### src/rtl/ats21_pkg.sv
// ATS21 shared types: opcodes, instruction word, sequencer states.
// Opcode class helpers are used by the conflict check.
package ats21_pkg;

  typedef enum logic [2:0] {
    OP_NOP     = 3'b000,
    OP_SET_CLK = 3'b001,
    OP_EN_CLK  = 3'b010,
    OP_MODE    = 3'b011,
    OP_SET_ALM = 3'b101,
    OP_SET_TMR = 3'b110,
    OP_EN_ALM  = 3'b111
  } op_e;

  typedef struct packed {
    op_e         op;
    logic [4:0]  target;
    logic [23:0] payload;
  } instr_t;

  typedef enum logic [2:0] {
    S_IDLE,
    S_REQ,
    S_WAIT_RDY,
    S_BEAT_HI,
    S_BEAT_LO,
    S_WAIT_STAT,
    S_RESP
  } state_e;

  function automatic logic is_clock_op(
    input op_e op
  );
    return (op == OP_SET_CLK) ||
           (op == OP_EN_CLK);
  endfunction

  function automatic logic is_alarm_op(
    input op_e op
  );
    return (op == OP_SET_ALM) ||
           (op == OP_SET_TMR) ||
           (op == OP_EN_ALM);
  endfunction

endpackage

### src/rtl/ats21_cmd_sequencer_if.sv
// Host-side command handshake and response bundle
// for the ATS21 command sequencer.
interface ats21_cmd_sequencer_if;
  logic        a_valid;
  logic [31:0] a_cmd;
  logic        a_ready;
  logic        b_valid;
  logic [31:0] b_cmd;
  logic        b_ready;
  logic        rsp_valid;
  logic        rsp_a_used;
  logic        rsp_a_ack;
  logic        rsp_b_used;
  logic        rsp_b_ack;
  logic        rsp_err;

  modport master (
    output a_valid, a_cmd,
    output b_valid, b_cmd,
    input  a_ready, b_ready,
    input  rsp_valid, rsp_err,
    input  rsp_a_used, rsp_a_ack,
    input  rsp_b_used, rsp_b_ack
  );

  modport slave (
    input  a_valid, a_cmd,
    input  b_valid, b_cmd,
    output a_ready, b_ready,
    output rsp_valid, rsp_err,
    output rsp_a_used, rsp_a_ack,
    output rsp_b_used, rsp_b_ack
  );
endinterface

### src/rtl/ats21_cmd_conflict.sv
// Combinational grant logic for the two ATS21 clients;
// on a resource clash only the round-robin favourite wins.
module ats21_cmd_conflict
  import ats21_pkg::*;
(
  input  instr_t a_cmd,
  input  instr_t b_cmd,
  input  logic   a_valid,
  input  logic   b_valid,
  input  logic   rr_ptr,
  output logic   grant_a,
  output logic   grant_b
);

  logic clk_pair;
  logic alm_pair;
  logic mode_pair;
  logic conflict;
  logic unused_payload;

  assign unused_payload = ^{a_cmd.payload,
                            b_cmd.payload};

  assign clk_pair = is_clock_op(a_cmd.op) &&
                    is_clock_op(b_cmd.op);
  assign alm_pair = is_alarm_op(a_cmd.op) &&
                    is_alarm_op(b_cmd.op);
  assign mode_pair = (a_cmd.op == OP_MODE) &&
                     (b_cmd.op == OP_MODE);

  // Clock ops share a clock pair, so bit 0 of target is ignored
  always_comb begin
    conflict = 1'b0;
    unique case (1'b1)
      clk_pair:
        conflict = a_cmd.target[4:1] ==
                   b_cmd.target[4:1];
      alm_pair:
        conflict = a_cmd.target ==
                   b_cmd.target;
      mode_pair:
        conflict = 1'b1;
      default:
        conflict = 1'b0;
    endcase
  end

  assign grant_a = a_valid &&
                   (!b_valid || !conflict || !rr_ptr);
  assign grant_b = b_valid &&
                   (!a_valid || !conflict || rr_ptr);

endmodule

### src/rtl/ats21_cmd_sequencer.sv
// ATS21 command sequencer: arbitrates clients A/B and runs
// the req / ready / hi beat / lo beat / status transaction.
module ats21_cmd_sequencer
  import ats21_pkg::*;
#(
  parameter int         RDY_TIMEOUT = 16,
  parameter int         STAT_LAT    = 2,
  parameter logic [2:0] NOP_OP      = 3'b000
) (
  input  logic                   clk,
  input  logic                   reset,
  ats21_cmd_sequencer_if.slave   host,
  output logic                   ats_req,
  output logic [15:0]            ats_ctrlA,
  output logic [15:0]            ats_ctrlB,
  input  logic                   ats_ready,
  input  logic [1:0]             ats_statA,
  input  logic [1:0]             ats_statB
);

  localparam int CNT_MAX =
    (RDY_TIMEOUT > STAT_LAT) ? RDY_TIMEOUT : STAT_LAT;
  localparam int CNT_W = $clog2(CNT_MAX) + 1;
  localparam logic [CNT_W-1:0] TO_LAST =
    CNT_W'(RDY_TIMEOUT - 1);
  localparam logic [CNT_W-1:0] ST_LAST =
    CNT_W'(STAT_LAT - 1);
  localparam logic [31:0] NOP_WORD = {NOP_OP, 29'b0};

  state_e           state;
  state_e           state_nx;
  logic [CNT_W-1:0] cnt;
  logic             rr_ptr;
  logic [31:0]      cmd_a;
  logic [31:0]      cmd_b;
  logic             used_a;
  logic             used_b;
  logic             err;
  logic             grant_a;
  logic             grant_b;
  logic             any_valid;
  logic             unused_stat;
  instr_t           ia;
  instr_t           ib;

  assign unused_stat = ^{ats_statA[1], ats_statB[1]};
  assign any_valid = host.a_valid || host.b_valid;
  assign ia = instr_t'(host.a_cmd);
  assign ib = instr_t'(host.b_cmd);

  ats21_cmd_conflict u_conflict (
    .a_cmd   (ia),
    .b_cmd   (ib),
    .a_valid (host.a_valid),
    .b_valid (host.b_valid),
    .rr_ptr  (rr_ptr),
    .grant_a (grant_a),
    .grant_b (grant_b)
  );

  always_ff @(posedge clk) begin
    if (reset) state <= S_IDLE;
    else       state <= state_nx;
  end

  always_comb begin
    state_nx = state;
    unique case (state)
      S_IDLE:
        if (any_valid) state_nx = S_REQ;
      S_REQ:
        state_nx = S_WAIT_RDY;
      S_WAIT_RDY:
        if (ats_ready)           state_nx = S_BEAT_HI;
        else if (cnt == TO_LAST) state_nx = S_RESP;
      S_BEAT_HI:
        state_nx = S_BEAT_LO;
      S_BEAT_LO:
        state_nx = S_WAIT_STAT;
      S_WAIT_STAT:
        if (cnt == ST_LAST) state_nx = S_RESP;
      S_RESP:
        state_nx = S_IDLE;
      default:
        state_nx = S_IDLE;
    endcase
  end

  always_ff @(posedge clk) begin
    if (reset) begin
      cnt    <= '0;
      rr_ptr <= 1'b0;
      cmd_a  <= '0;
      cmd_b  <= '0;
      used_a <= 1'b0;
      used_b <= 1'b0;
      err    <= 1'b0;
    end else begin
      unique case (state)
        S_IDLE:
          if (any_valid) begin
            cmd_a  <= grant_a ? host.a_cmd : NOP_WORD;
            cmd_b  <= grant_b ? host.b_cmd : NOP_WORD;
            used_a <= grant_a;
            used_b <= grant_b;
            err    <= 1'b0;
            if (host.a_valid && host.b_valid)
              rr_ptr <= ~rr_ptr;
          end
        S_REQ:
          cnt <= '0;
        S_WAIT_RDY:
          if (!ats_ready) begin
            if (cnt == TO_LAST) err <= 1'b1;
            else                cnt <= cnt + 1'b1;
          end
        S_BEAT_LO:
          cnt <= '0;
        S_WAIT_STAT:
          if (cnt != ST_LAST) cnt <= cnt + 1'b1;
        default: ;
      endcase
    end
  end

  // Outputs are held low while reset is asserted
  always_comb begin
    host.a_ready    = 1'b0;
    host.b_ready    = 1'b0;
    host.rsp_valid  = 1'b0;
    host.rsp_a_used = 1'b0;
    host.rsp_a_ack  = 1'b0;
    host.rsp_b_used = 1'b0;
    host.rsp_b_ack  = 1'b0;
    host.rsp_err    = 1'b0;
    ats_req         = 1'b0;
    ats_ctrlA       = '0;
    ats_ctrlB       = '0;
    if (!reset) begin
      unique case (state)
        S_IDLE: begin
          host.a_ready = grant_a;
          host.b_ready = grant_b;
        end
        S_REQ:
          ats_req = 1'b1;
        S_BEAT_HI: begin
          ats_ctrlA = cmd_a[31:16];
          ats_ctrlB = cmd_b[31:16];
        end
        S_BEAT_LO: begin
          ats_ctrlA = cmd_a[15:0];
          ats_ctrlB = cmd_b[15:0];
        end
        S_RESP: begin
          host.rsp_valid  = 1'b1;
          host.rsp_a_used = used_a;
          host.rsp_b_used = used_b;
          host.rsp_a_ack  = used_a && ats_statA[0] && !err;
          host.rsp_b_ack  = used_b && ats_statB[0] && !err;
          host.rsp_err    = err;
        end
        default: ;
      endcase
    end
  end

endmodule

### src/flat_wrapper.sv
// flat-port wrapper written by rule: the top's interface ports become plain ports
module ats21_cmd_sequencer_flat import ats21_pkg::*;
#(
  parameter int         RDY_TIMEOUT = 16,
  parameter int         STAT_LAT    = 2,
  parameter logic [2:0] NOP_OP      = 3'b000
)
  (clk, reset, ats_req, ats_ctrlA, ats_ctrlB, ats_ready, ats_statA, ats_statB, host_a_valid, host_a_cmd, host_b_valid, host_b_cmd, host_a_ready, host_b_ready, host_rsp_valid, host_rsp_err, host_rsp_a_used, host_rsp_a_ack, host_rsp_b_used, host_rsp_b_ack);
  ats21_cmd_sequencer_if host_i ();
  input  logic clk;
  input  logic reset;
  output logic ats_req;
  output logic [15:0] ats_ctrlA;
  output logic [15:0] ats_ctrlB;
  input  logic ats_ready;
  input  logic [1:0] ats_statA;
  input  logic [1:0] ats_statB;
  input wire logic [$bits(host_i.a_valid)-1:0] host_a_valid;
  input wire logic [$bits(host_i.a_cmd)-1:0] host_a_cmd;
  input wire logic [$bits(host_i.b_valid)-1:0] host_b_valid;
  input wire logic [$bits(host_i.b_cmd)-1:0] host_b_cmd;
  output wire logic [$bits(host_i.a_ready)-1:0] host_a_ready;
  output wire logic [$bits(host_i.b_ready)-1:0] host_b_ready;
  output wire logic [$bits(host_i.rsp_valid)-1:0] host_rsp_valid;
  output wire logic [$bits(host_i.rsp_err)-1:0] host_rsp_err;
  output wire logic [$bits(host_i.rsp_a_used)-1:0] host_rsp_a_used;
  output wire logic [$bits(host_i.rsp_a_ack)-1:0] host_rsp_a_ack;
  output wire logic [$bits(host_i.rsp_b_used)-1:0] host_rsp_b_used;
  output wire logic [$bits(host_i.rsp_b_ack)-1:0] host_rsp_b_ack;
  assign host_i.a_valid = host_a_valid;
  assign host_i.a_cmd = host_a_cmd;
  assign host_i.b_valid = host_b_valid;
  assign host_i.b_cmd = host_b_cmd;
  assign host_a_ready = host_i.a_ready;
  assign host_b_ready = host_i.b_ready;
  assign host_rsp_valid = host_i.rsp_valid;
  assign host_rsp_err = host_i.rsp_err;
  assign host_rsp_a_used = host_i.rsp_a_used;
  assign host_rsp_a_ack = host_i.rsp_a_ack;
  assign host_rsp_b_used = host_i.rsp_b_used;
  assign host_rsp_b_ack = host_i.rsp_b_ack;
  ats21_cmd_sequencer #(.RDY_TIMEOUT(RDY_TIMEOUT), .STAT_LAT(STAT_LAT), .NOP_OP(NOP_OP)) u_core (.clk(clk), .reset(reset), .host(host_i), .ats_req(ats_req), .ats_ctrlA(ats_ctrlA), .ats_ctrlB(ats_ctrlB), .ats_ready(ats_ready), .ats_statA(ats_statA), .ats_statB(ats_statB));
endmodule
### config.mk
export PLATFORM = sky130hd
export DESIGN_NAME = ats21_cmd_sequencer_flat
export DESIGN_NICKNAME = d
export VERILOG_FILES = /design/src/rtl/ats21_pkg.sv /design/src/rtl/ats21_cmd_sequencer_if.sv /design/src/rtl/ats21_cmd_conflict.sv /design/src/rtl/ats21_cmd_sequencer.sv /design/src/flat_wrapper.sv
export SDC_FILE = /design/constraint.sdc
export NUM_CORES = 1
export LEC_CHECK = 0
export BUFFER_PORTS_ARGS = -buffer_cell sky130_fd_sc_hd__buf_4
export CORE_MARGIN = 5
export CORE_UTILIZATION = 44
export DETAILED_ROUTE_END_ITERATION = 6
export GPL_ROUTABILITY_DRIVEN = 0
export PLACE_DENSITY = 0.82
export SYNTH_ARGS = -nofsm -noshare
export SYNTH_HDL_FRONTEND = slang
export SYNTH_SLANG_ARGS = --single-unit
### constraint.sdc
create_clock -name clk -period 1.8 [get_ports clk]
set_clock_uncertainty 0.2 [all_clocks]
set_input_delay 0.18 -clock clk [delete_from_list [all_inputs] [get_ports clk]]
set_output_delay 0.18 -clock clk [all_outputs]
set_load 0.005 [all_outputs]
==> results of run 1 <==
[worst paths after layout]
kind | to | slack (ns) | depth (start not counted) | start
worst max-delay path | ats_ctrlB[14] | -0.31 | 7 | u_core.state[2]
worst min-delay path | u_core.cnt[1] | 0.10 | 3 | reset
worst max register to register | u_core.cmd_b[28] | -0.26 | 8 | u_core.state[1]
worst min register to register | u_core.used_a | 0.28 | 1 | u_core.used_a
[power breakdown]
| part | total (mW) | switching, mW | internal [mW] | leakage, nW |
|---|---|---|---|---|
| clock | 1.40 | 0.635 | 0.764 | 0.105 |
| combinational | 1.20 | 0.511 | 0.691 | 1.68 |
| sequential | 2.00 | 0.142 | 1.86 | 0.625 |
[metrics by stage]
stage / total power [mW] / worst slack, ns
finish: 4.599 / -0.3108
detailed placement: 2.775 / -0.06913
floorplan: 2.413 / 0.05997
global placement: 2.747 / -0.02068
CTS: 4.377 / -0.2384
global route: 4.739 / -0.3770
[kinds of logic (layout without fill, tap and decap cells)]
family / Yosys count / in the layout / synth area share [%]
xor+xnor: 11 / 11 / 3.028
simple gates: 75 / 75 / 11.21
fa+ha+maj: 3 / 3 / 1.180
flops: 76 / 76 / 47.82
buf+inv: 30 / 245 / 5.112
compound gates: 115 / 115 / 31.66
[final cells by class]
| cell class | count | area (um2) |
|---|---|---|
| inverter | 4 | 17.52 |
| multi-input combinational | 204 | 1725 |
| sequential | 76 | 1535 |
| timing repair buffer | 227 | 2096 |
| fill | 415 | 1436 |
| clock buffer | 9 | 123.9 |
| tap | 99 | 123.9 |
| clock inverter | 5 | 78.83 |
[sequential cells by signal, indices dropped and copies added (netlist names)]
| signal | count |
|---|---|
| u_core.cmd_b | 32 |
| u_core.err | 1 |
| u_core.used_b | 1 |
| u_core.cmd_a | 32 |
| u_core.state | 3 |
| u_core.cnt | 5 |
| u_core.rr_ptr | 1 |
| u_core.used_a | 1 |
[layer usage]
| layer | track usage [%] | vias up | share of wire (%) |
|---|---|---|---|
| met2 | 45.86 | 152 | 52 |
| met1 | 28.60 | 1772 | 38 |
| met4 | 11.66 | 0 | 2.8 |
| met5 | 0 | - | 0 |
| met3 | 5.683 | 35 | 7.2 |
| li1 | - | 1580 | - |
[tightest hold or removal path: stages]
cell,delay [ns]
buf_4,0.17
a21o_1,0.21
a211oi_2,0.05
[Yosys cell counts (3+ instances only)]
library cell / number / area (um2)
dfxtp_1: 76 / 1521
nor3_1: 3 / 15.01
buf_6: 6 / 67.56
buf_2: 4 / 20.02
a21oi_1: 3 / 15.01
a22o_2: 8 / 80.08
clkbuf_1: 13 / 48.80
a22oi_1: 33 / 247.7
nand3_1: 4 / 20.02
inv_1: 4 / 15.01
and2_1: 3 / 18.77
ha_1: 3 / 37.54
nor2_1: 45 / 168.9
a22o_1: 56 / 490.5
xnor2_1: 9 / 78.83
nand2_1: 5 / 18.77
a21o_1: 3 / 22.52
buf_1: 3 / 11.26
[timing repair]
item                       4_1_cts  5_1_grt
resized for setup               28       41
setup endpoints to repair       58      114
hold endpoints to repair        69        0
gates cloned                     4        1
pin swaps                       14       35
setup buffers                   11       14
hold buffers                    66        0
==> impl_metrics.ini, run 1 <==
[place]
place_area_um2 = 4255
post-dp-hpwl_um = 6117
number_of_buffers_added_on_ports = 111
placed_cells = 517

[pwr]
power_leakage_nw = 2.406
power_density_cells_nw_per_um2 = 806.8
vdd_drop_max_mv = 0.4414

[sta]
layout_min_cycle_time_ns = 2.111
slew_violations = 0
slew_headroom_pct = 77.19
final_min_period_over_clock_period_pct = 117.3
worst_hold_slack_ns = 0.1014
worst_slew_pin_slew_ns = 0.3421
grt_setup_unrepaired = true
setup_viol_count_final = 103
hold_violations = 0
final_critical_path_setup_slack_ns = -0.3108
setup_total_neg_slack_ns = -16.93
timing.fmax_mhz = 473.8

[routing]
avgViaCountPerCell = 5.671
detail-route-antenna-nets = 0
vias = 3539
drt_first_iter_violations = 181
drt_wl_total_um = 13070
number_of_remaining_drc_errors = 0
route.detailed.wl_per_inst_um = 20.94
drt_pass1_iterations = 4

[finish]
mostFrequentLayoutCell = buf_4
num_antenna_cells = 0
most-common-layout-cells = 141 x buf_4, 71 x dfxtp_1, 66 x dlygate4sd3_1
areaGrowthSynthToFinish_pct = 79.16
nNetsFinal = 598
share_of_layout_cells_above_drive_strength_1_pct = 44.38
fin_cells = 624
final_util_pct = 79.87
design_area_um2 = 5700

[clocking]
htree_num_levels = 3
ctsLongestPathBuffers = 2
total_clock_buffers_created_by_cts = 9
root_buffer = clkbuf_8
cts_num_sinks = 76
tritoncts = yes
clock_slew_seen_by_the_registers_of_the_worst_setup_and_hold_paths_ns = 0.08
worstSkewPairLatency_ns = 0.34

[setup_path]
cpMaxStageDelayCell = dfxtp_2
crit_arrival_ns = 1.73
critPathMaxStageDelay_ns = 0.34
cpLargestDelayFamily = buffers and inverters
timing.critical_path.cells = buf_6 > nor3b_4 > buf_6 > clkbuf_16 > a22oi_1 > nor2_1 > buf_4
timing.critical_path.to_type = output pin
cp.required_ns = 1.42
worstSetupStartpointType = flop
path_buf_inv = 4
timing_worst_setup_path_type = flop to output pin
cell_with_the_most_instances_on_the_worst_path = buf_6
crit_path_max_fanout = 6

[yosys]
synth-seq-area-share_pct = 47.82
number_of_storage_elements_in_the_synthesis_netlist = 76
synth_cells = 310
synthesis.nets = 386
ys_warn_count = 0
most_used_dff_post_synth = dfxtp_1
async_reset_ff_share_pct = 0
count_of_flip_flops_with_a_built_in_enable_after_synthesis = 0
syn-cell-area_um2 = 3182
syn-mean-instance-area_um2 = 10.26
synth.distinct_cells = 40

[status]
outcome = finished, violations left
violations = setup timing

[grt]
grt_first_pass_wirelength_um = 17860
grt_antenna_before_repair = 0
grt_pass1_vias = 3635
globalRoute.totalOverflow = 0
gr-usage-all-layers_pct = 25.51
grt_start_max_net_pins = 27

[run]
timing.max_cap.violations = 0

[floorplanning]
floorplan.die_area_um2 = 9032
rows = 31
initial_utilization_pct = 44.58
width_of_the_die_um = 95.04
io_pins = 114
area_of_the_core_um2 = 7137
chip_height_um = 95.04

[hold_path]
hold_path_class = input port to flop
(Power assumes the default switching activity.)
==> run 2: changes to the inputs <==
--- a/config.mk
+++ b/config.mk
@@ -10,6 +10,7 @@
 export CORE_UTILIZATION = 44
 export DETAILED_ROUTE_END_ITERATION = 6
 export GPL_ROUTABILITY_DRIVEN = 0
+export MAX_ROUTING_LAYER = met4
 export PLACE_DENSITY = 0.82
 export SYNTH_ARGS = -nofsm -noshare
 export SYNTH_HDL_FRONTEND = slang
==> impl_metrics.ini, run 2 (synthesis results as in run 1) <==
[status]
outcome = finished, violations left
violations = setup timing

[grt]
gr-usage-all-layers_pct = 26.28
globalRoute.totalOverflow = 0
grt_pass1_vias = 3627
grt_start_max_net_pins = 27
grt_first_pass_wirelength_um = 17880
grt_antenna_before_repair = 0

[sta]
hold_violations = 0
worst_hold_slack_ns = 0.1112
layout_min_cycle_time_ns = 2.113
worst_slew_pin_slew_ns = 0.3462
slew_headroom_pct = 76.92
setup_viol_count_final = 105
setup_total_neg_slack_ns = -17.29
timing.fmax_mhz = 473.3
grt_setup_unrepaired = true
final_critical_path_setup_slack_ns = -0.3128
slew_violations = 0
final_min_period_over_clock_period_pct = 117.4

[clocking]
clock_slew_seen_by_the_registers_of_the_worst_setup_and_hold_paths_ns = 0.08
root_buffer = clkbuf_8
ctsLongestPathBuffers = 2
tritoncts = yes
htree_num_levels = 3
worstSkewPairLatency_ns = 0.34
cts_num_sinks = 76
total_clock_buffers_created_by_cts = 9

[place]
number_of_buffers_added_on_ports = 111
place_worst_setup_slack_ns = -0.06913
post-dp-hpwl_um = 6117

[setup_path]
timing.critical_path.to_type = output pin
worstSetupStartpointType = flop
setup.worst_path.start = u_core.state[1]
cp.required_ns = 1.42
worst_r2r_startpoint = u_core.state[1]
crit_arrival_ns = 1.73
crit_path_max_fanout = 4
timing_worst_setup_path_type = flop to output pin

[hold_path]
hold_path_class = input port to flop
timing.hold.worst.start = reset

[routing]
vias = 3517
route.detailed.wl_per_inst_um = 20.80
drt_first_iter_violations = 208
drt_pass1_iterations = 4
drt_wl_total_um = 12980
avgViaCountPerCell = 5.636
number_of_remaining_drc_errors = 0
detail-route-antenna-nets = 0

[floorplanning]
chip_height_um = 95.04
io_pins = 114
floorplan.die_area_um2 = 9032
width_of_the_die_um = 95.04
rows = 31
area_of_the_core_um2 = 7137
initial_utilization_pct = 44.58

[finish]
most-common-layout-cells = 141 x buf_4, 71 x dfxtp_1, 66 x dlygate4sd3_1
num_antenna_cells = 0
biggestRegsByFlops = u_core.cmd_a: 32 flops, u_core.cmd_b: 32 flops, u_core.cnt: 5 flops
nNetsFinal = 598
mostFrequentLayoutCell = buf_4
areaGrowthSynthToFinish_pct = 79.16
share_of_layout_cells_above_drive_strength_1_pct = 44.38

[pwr]
vdd_drop_max_mv = 0.4410
power_density_cells_nw_per_um2 = 806.0
design_power_mw = 4.595
power_leakage_nw = 2.406

[run]
timing.max_cap.violations = 0
## run 2: cell counts in the layout (fill, tap and decap cells not counted)
Identical to the previous run, type by type.
## run 2: timing repair
action / in CTS / in global routing
endpoints found under the hold margin: 69 / 0
pin swaps: 14 / 35
hold buffers: 66 / 0
setup endpoints to repair: 58 / 114
buffers inserted: 11 / 14
gates resized for setup: 28 / 41
gates cloned: 4 / 1
## run 2: path summary, 6_finish.rpt
check / endpoint / slack (ns) / depth (start not counted)
max: host_a_ready / -0.31 / 6
min: u_core.cnt[1] / 0.11 / 3
max reg2reg: u_core.cmd_b[28] / -0.26 / 8
min reg2reg: u_core.used_a / 0.28 / 1
## run 2: cell type report
class	instances	area, um2
inverters	4	17.52
flip-flops and latches	76	1535
multi-input cells	204	1725
clock inverters	5	78.83
repair buffers	227	2096
well taps	99	123.9
clock buffers	9	123.9
fillers	415	1436
## run 2: through the flow
stage | util, % | cells | cell area [um2]
finish | 79.87 | 624 | 5700
floorplan | - | 310 | 3182
global route | 79.87 | 624 | 5700
detailed placement | 59.62 | 517 | 4255
CTS | 76.16 | 612 | 5435
global placement | 59.62 | 517 | 4255
## run 2: worst max-delay path: stages, from the launching register on
cell and delay [ns]:
dfxtp_4 0.37, nor3_2 0.23, buf_4 0.16, nand3b_1 0.13, a41oi_4 0.25, buf_12 0.14
buf_4 0.10
## run 2: metal layers
layer / track usage (%) / vias to the layer above / wire length [um]
li1: - / 1585 / -
met1: 28.89 / 1722 / 4909
met2: 45.86 / 171 / 6801
met3: 5.367 / 39 / 882
met4: 11.66 / 0 / 385
met5: - / - / 0
## run 2: where the power goes
part | switching, mW | total (mW) | internal [mW]
combinational | 0.508 | 1.20 | 0.691
sequential | 0.143 | 2.00 | 1.86
clock | 0.633 | 1.40 | 0.764
